==> config.mk <==
export PLATFORM = sky130hd
export DESIGN_NAME = serial_subtractor_flat
export DESIGN_NICKNAME = d
export VERILOG_FILES = /design/src/rtl/serial_sub_pkg.sv /design/src/rtl/serial_subtractor_if.sv /design/src/rtl/nibble_sub_slice.sv /design/src/rtl/serial_subtractor.sv /design/src/flat_wrapper.sv
export SDC_FILE = /design/constraint.sdc
export NUM_CORES = 1
export LEC_CHECK = 0
export ABC_AREA = 1
export CORE_MARGIN = 2
export CORE_UTILIZATION = 30
export CTS_CLUSTER_DIAMETER = 40
export DETAILED_ROUTE_END_ITERATION = 10
export GPL_ROUTABILITY_DRIVEN = 0
export PLACE_DENSITY = 0.55
export SLEW_MARGIN = 20
export SYNTH_ARGS = -nofsm -noshare
export SYNTH_HDL_FRONTEND = slang
export SYNTH_SLANG_ARGS = --single-unit
==> constraint.sdc <==
create_clock -name clk -period 9.8 [get_ports clk]
set_clock_uncertainty 0.1 [all_clocks]
set_input_delay 1.96 -clock clk [delete_from_list [all_inputs] [get_ports clk]]
set_output_delay 1.96 -clock clk [all_outputs]
set_load 0.05 [all_outputs]
==> src/rtl/serial_sub_pkg.sv <==
`default_nettype none
// +----------------------------------------------------------------+
// | serial_sub_pkg : shared constants and FSM encoding              |
// | Rev 1.0                                                         |
// +----------------------------------------------------------------+
package serial_sub_pkg;

  localparam int DEF_WIDTH = 32;

  function automatic int nib_count(input int width);
    return width / 4;
  endfunction

  localparam int NIB_COUNT = nib_count(DEF_WIDTH);

  typedef enum logic [1:0] {
    ST_IDLE = 2'd0,
    ST_RUN  = 2'd1,
    ST_FIN  = 2'd2
  } state_t;

endpackage
`default_nettype wire

==> src/rtl/serial_subtractor_if.sv <==
`default_nettype none
// +----------------------------------------------------------------+
// | serial_subtractor_if : request/result bundle for the subtractor |
// | Rev 1.0                                                         |
// +----------------------------------------------------------------+
interface serial_subtractor_if
  import serial_sub_pkg::*;
#(
  parameter int WIDTH = DEF_WIDTH
);
  logic             start;
  logic [WIDTH-1:0] a;
  logic [WIDTH-1:0] b;
  logic             signed_op;
  logic             busy;
  logic             done;
  logic [WIDTH-1:0] diff;
  logic             borrow;
  logic             overflow;
  logic             zero;

  modport master (
    output start, a, b, signed_op,
    input  busy, done, diff, borrow, overflow, zero
  );

  modport slave (
    input  start, a, b, signed_op,
    output busy, done, diff, borrow, overflow, zero
  );
endinterface
`default_nettype wire

==> src/rtl/nibble_sub_slice.sv <==
`default_nettype none
// +----------------------------------------------------------------+
// | nibble_sub_slice : 4-bit a + ~b + cin, combinational            |
// | Rev 1.0                                                         |
// +----------------------------------------------------------------+
module nibble_sub_slice (
  input  wire logic [3:0] i_a,
  input  wire logic [3:0] i_b,
  input  wire logic       i_cin,
  output logic      [3:0] o_sum,
  output logic            o_cout
);
  assign {o_cout, o_sum} = {1'b0, i_a} + {1'b0, ~i_b} + {4'b0000, i_cin};
endmodule
`default_nettype wire

==> src/rtl/serial_subtractor.sv <==
`default_nettype none
// +----------------------------------------------------------------+
// | serial_subtractor : nibble-serial a - b with borrow/ovf/zero    |
// | Rev 1.0                                                         |
// +----------------------------------------------------------------+
module serial_subtractor
  import serial_sub_pkg::*;
#(
  parameter int WIDTH = DEF_WIDTH
) (
  input wire logic          clk,
  input wire logic          rst,
  serial_subtractor_if.slave bus
);
  localparam int NIBS  = nib_count(WIDTH);
  localparam int IDX_W = (NIBS > 1) ? $clog2(NIBS) : 1;

  state_t           r_state;
  state_t           w_next;
  logic [WIDTH-1:0] r_a;
  logic [WIDTH-1:0] r_b;
  logic [WIDTH-1:0] r_diff;
  logic             r_sop;
  logic             r_a_msb;
  logic             r_b_msb;
  logic             r_carry;
  logic [IDX_W-1:0] r_idx;
  logic             r_done;
  logic             r_borrow;
  logic             r_overflow;
  logic             r_zero;
  logic [3:0]       w_sum;
  logic             w_cout;
  logic             w_last;

  nibble_sub_slice u_slice (
    .i_a    (r_a[3:0]),
    .i_b    (r_b[3:0]),
    .i_cin  (r_carry),
    .o_sum  (w_sum),
    .o_cout (w_cout)
  );

  assign w_last = (r_idx == IDX_W'(NIBS - 1));

  always_ff @(posedge clk or posedge rst) begin
    if (rst) r_state <= ST_IDLE;
    else     r_state <= w_next;
  end

  always_comb begin
    w_next = r_state;
    case (r_state)
      ST_IDLE: if (bus.start) w_next = ST_RUN;
      ST_RUN:  if (w_last)    w_next = ST_FIN;
      ST_FIN:  w_next = ST_IDLE;
      default: w_next = ST_IDLE;
    endcase
  end

  // Flags are resolved in FIN and registered together with done on the exit edge,
  // so during RUN they keep the previous result.
  always_ff @(posedge clk or posedge rst) begin
    if (rst) begin
      r_a        <= '0;
      r_b        <= '0;
      r_diff     <= '0;
      r_sop      <= 1'b0;
      r_a_msb    <= 1'b0;
      r_b_msb    <= 1'b0;
      r_carry    <= 1'b0;
      r_idx      <= '0;
      r_done     <= 1'b0;
      r_borrow   <= 1'b0;
      r_overflow <= 1'b0;
      r_zero     <= 1'b0;
    end else begin
      r_done <= 1'b0;
      case (r_state)
        ST_IDLE: begin
          if (bus.start) begin
            r_a     <= bus.a;
            r_b     <= bus.b;
            r_sop   <= bus.signed_op;
            r_a_msb <= bus.a[WIDTH-1];
            r_b_msb <= bus.b[WIDTH-1];
            r_carry <= 1'b1;
            r_idx   <= '0;
          end
        end
        ST_RUN: begin
          r_a     <= r_a >> 4;
          r_b     <= r_b >> 4;
          r_diff  <= {w_sum, r_diff[WIDTH-1:4]};
          r_carry <= w_cout;
          r_idx   <= r_idx + IDX_W'(1);
        end
        ST_FIN: begin
          r_done     <= 1'b1;
          r_borrow   <= ~r_carry;
          r_zero     <= (r_diff == '0);
          r_overflow <= r_sop && (r_a_msb != r_b_msb) && (r_diff[WIDTH-1] != r_a_msb);
        end
        default: ;
      endcase
    end
  end

  assign bus.busy     = (r_state != ST_IDLE);
  assign bus.done     = r_done;
  assign bus.diff     = r_diff;
  assign bus.borrow   = r_borrow;
  assign bus.overflow = r_overflow;
  assign bus.zero     = r_zero;

endmodule
`default_nettype wire

==> src/flat_wrapper.sv <==
// flat-port wrapper written by rule: the top's interface ports become plain ports
module serial_subtractor_flat import serial_sub_pkg::*;
#(
  parameter int WIDTH = DEF_WIDTH
)
  (clk, rst, bus_start, bus_a, bus_b, bus_signed_op, bus_busy, bus_done, bus_diff, bus_borrow, bus_overflow, bus_zero);
  serial_subtractor_if #(.WIDTH(WIDTH)) bus_i ();
  input wire logic clk;
  input wire logic rst;
  input wire logic [$bits(bus_i.start)-1:0] bus_start;
  input wire logic [$bits(bus_i.a)-1:0] bus_a;
  input wire logic [$bits(bus_i.b)-1:0] bus_b;
  input wire logic [$bits(bus_i.signed_op)-1:0] bus_signed_op;
  output wire logic [$bits(bus_i.busy)-1:0] bus_busy;
  output wire logic [$bits(bus_i.done)-1:0] bus_done;
  output wire logic [$bits(bus_i.diff)-1:0] bus_diff;
  output wire logic [$bits(bus_i.borrow)-1:0] bus_borrow;
  output wire logic [$bits(bus_i.overflow)-1:0] bus_overflow;
  output wire logic [$bits(bus_i.zero)-1:0] bus_zero;
  assign bus_i.start = bus_start;
  assign bus_i.a = bus_a;
  assign bus_i.b = bus_b;
  assign bus_i.signed_op = bus_signed_op;
  assign bus_busy = bus_i.busy;
  assign bus_done = bus_i.done;
  assign bus_diff = bus_i.diff;
  assign bus_borrow = bus_i.borrow;
  assign bus_overflow = bus_i.overflow;
  assign bus_zero = bus_i.zero;
  serial_subtractor #(.WIDTH(WIDTH)) u_core (.clk(clk), .rst(rst), .bus(bus_i));
endmodule
# [Word-level counts from Yosys, hierarchy flattened]
# Cells that the tools add are included.
# Widths: inputs -> output; s select.
[word_totals] register_bits=109 output_inout_bits=37 in_bits=68 word_cells=46
[classes] bitwise=2 mux=12 eq_ne=7 n_reduce_logical=9 addsub=3
[op_table] cell="$pmux 32 s2" count=2
[op_table] cell="$mux 32" count=2
[op_table] cell="$logic_not 32->1" count=1
[op_table] cell="$pmux 3 s2" count=1
[op_table] cell="$reduce_and 2->1" count=3
[op_table] cell="$add 4x4->5" count=1
[op_table] cell="$add 5x1->5" count=1
[op_table] cell="$mux 2" count=2
[op_table] cell="$not 4->4" count=1
[op_table] cell="$pmux 2 s2" count=1
[op_table] cell="$reduce_bool 2->1" count=2
[op_table] cell="$add 3x1->3 const B" count=1
[op_table] cell="$eq 3x3->1 const B" count=1
[op_table] cell="$mux 3" count=1
[op_table] cell="$eq 2x1->1 const B" count=1
[op_table] cell="$eq 2x2->1 const B" count=1
[op_table] cell="$logic_and 1x1->1" count=2
[op_table] cell="$logic_not 2->1" count=1
[op_table] cell="$mux 1" count=2
[op_table] cell="$ne 1x1->1" count=2
[op_table] cell="$ne 2x1->1 const B" count=1
[op_table] cell="$ne 2x2->1 const B" count=1
[op_table] cell="$pmux 1 s2" count=1
[op_table] cell="$not 1->1" count=1

# [Depth between registers and ports, before layout]
# Gate-level depths: netlist of the first run.
[depth] ltp_word=4 ltp_mapped=9 mapped_depth_nobuf=8

# [By module]
# From an unflattened synthesis of the first run, not the netlist that was laid out.
[unflattened] cells_unflattened=637 area_unflattened_um2=5362.6
[modules_own_cells] module="serial_subtractor" seq_area_each_um2=2727.6 area_each_um2=5187.5 n_inst=1 cells_per_inst=610
[modules_own_cells] module="nibble_sub_slice" seq_area_each_um2=0.0 area_each_um2=175.2 n_inst=1 cells_per_inst=27

# [Worst setup path after synthesis of the first run]
# OpenSTA, ideal clock, no wires.
[synth_path] kind="input to register" startpoint="input port bus_start" endpoint="register u_core.r_a[8]" setup_time_ns=0.131 path_slack_ns=6.876 arrival_time_ns=2.693 required_ns=9.569 path_buffers=2 path_stages=8 path_cell_list="nand3_4 inv_4 nor2_8 inv_2 buf_6 buf_6 nand2_1 o21ai_0"
[synth_between] elab_chain_cells=2
[synth_rtl] item="from (decl)" line_no="flat_wrapper.sv:10" text="input wire logic [$bits(bus_i.start)-1:0] bus_start;"
[synth_rtl] item="$ne 2x2->1 (no source line)"
[synth_rtl] item="$reduce_and 2->1 (no source line)"
[synth_rtl] item="to (signal assigned)" line_no="serial_subtractor.sv:82" text="r_a <= bus.a;"
[synth_rtl] item="to (signal assigned)" line_no="serial_subtractor.sv:92" text="r_a <= r_a >> 4;"
[synth_rtl] item="to (decl)" line_no="serial_subtractor.sv:20" text="logic [WIDTH-1:0] r_a;"
# Every way passes these cells.
# A chain may end at the register's enable or synchronous reset.

# [Worst setup path in the final report of the first run]
[layout_path] startpoint="input port bus_start" endpoint="register u_core.r_b[15]"
[layout_between] elab_chain_cells=2
[layout_rtl] item="$ne 2x2->1 (no source line)"
[layout_rtl] item="$reduce_and 2->1 (no source line)"
[layout_rtl] item="to (signal assigned)" line_no="serial_subtractor.sv:83" text="r_b <= bus.b;"
[layout_rtl] item="to (signal assigned)" line_no="serial_subtractor.sv:93" text="r_b <= r_b >> 4;"
[layout_rtl] item="to (decl)" line_no="serial_subtractor.sv:21" text="logic [WIDTH-1:0] r_b;"
# Every way passes these cells.

==> impl_metrics.toml, run 1 <==
[cts]
cts_resized = 0
cts.clk_slew.worst_paths_ns = 0.07
cts_buffer_depth = 2
cts_hold_buf = 0
insertion_delay_ns = 0.35
cts_tree = "done"
numCtsBuffers = 9
cts_max_level = 3
post_cts_buffers = 0
cts-root-buf = "clkbuf_16"
numClockSinks = 109

[timing]
fin_crit_sh = 0.3945
tns_ns = 0
fin_crit_ns = 3.866
slew_viol_final = 0
worst_pin_slew_ns = 0.9955
fmax_ghz = 0.2587
rsz0062_at_grt = "false"
max_slew_margin = 0.3363
hold_violations = 0
finalSetupViolCount = 0

[placed_design]
port_buffers = 104
dpl.hpwl_um = 8141

[global_routing]
grt_pass1_wl_um = 19700
overflow = 0
gr-usage-all-layers = 0.1380
grt_max_degree = 117
grt_pass1_vias = 4153
grt_antenna_before_repair = 0

[route]
wire_per_inst_um = 12.42
routed-via-count = 4153
ant_nets = 0
drc = 0
drt_iter0_drc = 212
drt_wl_total_um = 11640
dr.pass1.iters = 4
viasPerCell = 4.432

[synth]
yosys_warnings = 0
synth-seq-cells = 109
ys_seq_area_frac = 0.5373
synth_top_cell_area_share = 0.5373
synth_edf_count = 0
synth_top_area_cell = "dfrtp_1"
synth_area_um2 = 5076
postSynthAreaPerCell_um2 = 8.109
netlist_instances = 626
synth.net_count = 701
synth.area.top_cells = "dfrtp_1 54%, nand2_1 16%, o21ai_0 11%"
synth.distinct_cells = 20
async_flop_share = 1.000
ys.flop_type = "dfrtp_1"

[setup_path]
regToRegStartpoint = "u_core.r_state[1]$_DFFE_PP0P_"
crit_type = "in -> reg"
critPathArrivalTime_ns = 3.95
crit_path_max_fanout = 116
start_kind = "input pin"
reg2regPathDepth = 6
end_kind = "register"
rrSetupSlack_ns = 6.93
reg2reg_to = "u_core.r_a[1]$_DFFE_PP0P_"
crit_required_ns = 9.88

[min_path]
hold_depth = 2
hp-class = "reg -> reg"
hold_path_startpoint = "u_core.r_idx[2]$_DFFE_PP0P_"
hold_end = "u_core.r_idx[2]$_DFFE_PP0P_"

[die]
die_h_um = 134.1
start_util = 0.3061
io_pins = 105
row_count = 47
die-area_um2 = 17980
die_w_um = 134.1
core_area_um2 = 16580

[power]
peakVddDrop_uv = 169.2
leakage_nw = 3.013
powerDensity_nw_per_um2 = 335.8

[finish]
layout.nets = 789
mostFrequentLayoutCells = "215 x nand2_1, 109 x o21ai_0, 109 x dfrtp_1"
antenna-diode-count = 0
area_growth_pct = 28.10
final_util = 0.3921
drive_gt1_frac = 0.03487
layout_commonest_cell = "nand2_1"

[run_status]
status = "finished, final reports clean"

[flow_run]
maxCapViolCount = 0
-- layer usage --
metal,global-route usage,routed length (µm),part of all wire
met2,0.2165,5305,0.46
met1,0.1858,5538,0.48
met3,0.03553,582,0.050
met5,0,0,0
met4,0.04854,209,0.018
-- kinds of logic (layout without fill, tap and decap cells) --
logic type,Yosys count,in the layout,share of synthesized area
adder cells (fa/ha/maj),7,7,0.02021
AO/OA/AOI/OAI,145,145,0.1439
AND/OR/NAND/NOR,248,248,0.1923
flip-flops,109,109,0.5373
buffers and inverters,117,208,0.1062
-- registers in the layout (all words and copies together), names as in the netlist --
| name | cells |
|---|---|
| u_core.r_a | 32 |
| u_core.r_carry | 1 |
| u_core.r_b | 32 |
| u_core.bus.zero | 1 |
| u_core.bus.diff | 32 |
| u_core.r_b_msb | 1 |
| u_core.bus.done | 1 |
| u_core.bus.overflow | 1 |
| u_core.r_sop | 1 |
| u_core.r_state | 2 |
| u_core.r_idx | 3 |
| u_core.r_a_msb | 1 |
| u_core.bus.borrow | 1 |
-- through the flow --
step | std cells | setup slack (ns) | hold slack [ns] | total power [mW] | cell area, µm²
floorplan | 626 | 4.866 | 0.3459 | 1.591 | 5076
global placement | 922 | 5.646 | 0.3581 | 1.833 | 6207
detailed placement | 922 | 5.565 | 0.3765 | 1.863 | 6207
CTS | 936 | 5.933 | 0.3927 | 2.214 | 6475
global route | 937 | 5.734 | 0.4059 | 2.382 | 6502
finish | 937 | 5.934 | 0.3946 | 2.184 | 6502
-- area by class of cell --
type / count / area (µm²)
timing repair buffer: 108 / 1091
sequential: 109 / 2728
multi-input combinational: 400 / 1809
clock buffer: 13 / 260.3
inverter: 86 / 331.6
fill: 1693 / 10080
tap: 220 / 275.3
clock inverter: 1 / 7.507
-- power breakdown --
group | internal [mW] | leakage, nW | switching (mW)
logic | 0.351 | 1.50 | 0.746
registers | 0.644 | 1.39 | 0.103
clock network | 0.184 | 0.128 | 0.156
-- worst max path at each step --
stage                    from                             to  slack (ns)  cells after the start
floorplan                 rst  u_core.bus.borrow$_DFFE_PP0P_        4.87                      1
global placement    bus_start      u_core.r_b[1]$_DFFE_PP0P_        5.65                      8
detailed placement  bus_start     u_core.r_b[15]$_DFFE_PP0P_        5.56                      7
CTS                 bus_start     u_core.r_b[15]$_DFFE_PP0P_        5.93                      7
global route        bus_start     u_core.r_b[11]$_DFFE_PP0P_        5.73                      8
finish              bus_start     u_core.r_b[15]$_DFFE_PP0P_        5.93                      7
-- Yosys cell counts (2+ instances only) --
master / n
clkbuf_1: 13
inv_1: 81
buf_2: 6
a21oi_1: 2
nand3_1: 6
nor2_1: 24
fa_1: 2
ha_1: 5
o21ai_1: 31
inv_2: 4
nand2_1: 215
o21ai_0: 109
o22ai_1: 2
dfrtp_1: 109
buf_6: 12
-- worst max-delay path: stages --
cell and delay [ns]:
clkdlybuf4s50_1 0.53, nand3_4 0.14, inv_4 0.16, nor2_8 0.05, clkinv_2 0.09, buf_4 0.75
o21ai_0 0.21
No activity file was read; power rests on OpenSTA's default activity.
==> inputs of run 2 (changes only) <==
==> constraint.sdc (replaced) <==
create_clock -name clk -period 3.7 [get_ports clk]
set_clock_uncertainty 0.1 [all_clocks]
set_input_delay 0.74 -clock clk [delete_from_list [all_inputs] [get_ports clk]]
set_output_delay 0.74 -clock clk [all_outputs]
set_load 0.05 [all_outputs]
==> run 2 against run 1 <==
Compared with the run above:
- clock-buffer cell count decreased by 3
- critical path depth is 4 lower
- sequential share of layout area down 0.25 points
- global-route usage down 0.50 points
- setup slack worse by 4.8 ns
- clock power increased to 2.6 times the previous value
- via count shrank 1.9%
- flip-flop and latch count unchanged
- core utilization grew 0.23 points
- critical endpoint is now bus_busy
==> impl_metrics.toml, run 2 (synthesis results as in run 1) <==
[die]
die_h_um = 134.1
row_count = 47
start_util = 0.3061
die-area_um2 = 17980
io_pins = 105
die_w_um = 134.1
core_area_um2 = 16580

[timing]
slew_viol_final = 0
rsz0062_at_grt = "false"
fin_crit_ns = 2.547
worst_pin_slew_ns = 0.6462
max_slew_margin = 0.5683
setup_ws_ns = 1.153
fmax_ghz = 0.3926
fin_crit_sh = 0.6884
hold_ws_ns = 0.3857
finalSetupViolCount = 0
tns_ns = 0
hold_violations = 0

[run_status]
status = "finished, final reports clean"

[setup_path]
start_kind = "register"
reg2regPathDepth = 8
cp-endpoint = "bus_busy"
crit_path_max_fanout = 3
cp-startpoint = "u_core.r_state[1]$_DFFE_PP0P_"
crit_type = "reg -> out"
end_kind = "output port"
critPathArrivalTime_ns = 1.71
rrSetupSlack_ns = 1.65
reg2reg_to = "u_core.r_a[8]$_DFFE_PP0P_"
regToRegStartpoint = "u_core.r_state[0]$_DFFE_PP0P_"
crit_required_ns = 2.86

[route]
dr.pass1.iters = 4
ant_nets = 0
drc = 0
drt_iter0_drc = 231
wire_per_inst_um = 12.29
drt_wl_total_um = 11540
routed-via-count = 4073
viasPerCell = 4.338

[cts]
post_cts_buffers = 0
cts.clk_slew.worst_paths_ns = 0.07
insertion_delay_ns = 0.34
numClockSinks = 109
cts-root-buf = "clkbuf_16"
cts_buffer_depth = 2
cts_max_level = 3
numCtsBuffers = 9
cts_hold_buf = 0
cts_tree = "done"
cts_resized = 0

[global_routing]
grt_max_degree = 127
grt_pass1_vias = 4017
gr-usage-all-layers = 0.1330
grt_pass1_wl_um = 19380
overflow = 0
grt_antenna_before_repair = 0

[min_path]
hp-class = "reg -> reg"

[placed_design]
dpl.hpwl_um = 8107
dp_slack_ns = 1.036
port_buffers = 104
dpl_cell_area_um2 = 6248

[finish]
layout.cell_area.non_filler_um2 = 6541
layout_commonest_cell = "nand2_1"
regArea_um2 = 2728
drive_gt1_frac = 0.04033
antenna-diode-count = 0
area_growth_pct = 28.86
fill_cells = 1699
multi_input_area_um2 = 1809
mostFrequentLayoutCells = "215 x nand2_1, 109 x o21ai_0, 109 x dfrtp_1"
layout.nets = 791

[flow_run]
maxCapViolCount = 0

[power]
powerDensity_nw_per_um2 = 891.6
peakVddDrop_uv = 500.4
total_power_mw = 5.832
leakage_nw = 3.030
-- run 2: cell count changes in the layout (fill, tap and decap cells not counted) --
cell | previous run | this run
buf_12 | 0 | 2
clkbuf_1 | 2 | 0
clkbuf_8 | 2 | 1
clkinv_2 | 1 | 3
clkinv_4 | 0 | 1
clkinvlp_4 | 1 | 2
inv_4 | 3 | 2
-- run 2: cell type report --
cell class	count	area share
Timing Repair Buffer	110	0.1729
Clock buffer	10	0.03653
Sequential cell	109	0.4170
Inverter	86	0.05088
Multi-Input combinational cell	400	0.2766
Tap cell	220	0.04208
Clock inverter	4	0.004017
-- run 2: power by group --
group | total [mW] | internal [mW] | switching [mW] | leakage (nW)
clock | 0.881 | 0.467 | 0.414 | 0.130
combinational | 2.98 | 0.985 | 1.99 | 1.51
sequential | 1.97 | 1.70 | 0.270 | 1.39
total | 5.83 | 3.15 | 2.68 | 3.03
-- run 2: per-stage QoR --
| stage | cells | util |
|---|---|---|
| floorplan | 626 | - |
| global placement | 924 | 0.3768 |
| detailed placement | 924 | 0.3768 |
| CTS | 938 | 0.3928 |
| global route | 939 | 0.3944 |
| finish | 939 | 0.3944 |
-- run 2: worst min path at each step --
stage | start | to | slack (ns) | cells after the start
after floorplan | u_core.r_idx[1]$_DFFE_PP0P_ | u_core.r_idx[1]$_DFFE_PP0P_ | 0.35 | 2
after global placement | u_core.r_idx[1]$_DFFE_PP0P_ | u_core.r_idx[1]$_DFFE_PP0P_ | 0.36 | 2
after detailed placement | u_core.r_b_msb$_DFFE_PP0P_ | u_core.r_b_msb$_DFFE_PP0P_ | 0.37 | 2
after CTS | u_core.r_b_msb$_DFFE_PP0P_ | u_core.r_b_msb$_DFFE_PP0P_ | 0.39 | 2
after global routing | u_core.r_idx[2]$_DFFE_PP0P_ | u_core.r_idx[2]$_DFFE_PP0P_ | 0.43 | 2
final | u_core.r_b_msb$_DFFE_PP0P_ | u_core.r_b_msb$_DFFE_PP0P_ | 0.39 | 2
-- run 2: worst max-delay path, cell delays in order (launching register included) --
cell and delay, ns:
dfrtp_1 0.40, inv_2 0.07, nand2_1 0.09, clkdlybuf4s50_1 0.80
-- run 2: metal layers --
metal	routed length, µm	track usage
met1	5514	0.1835
met2	5344	0.2160
met3	588	0.02872
met4	90	0.02982
met5	0	0
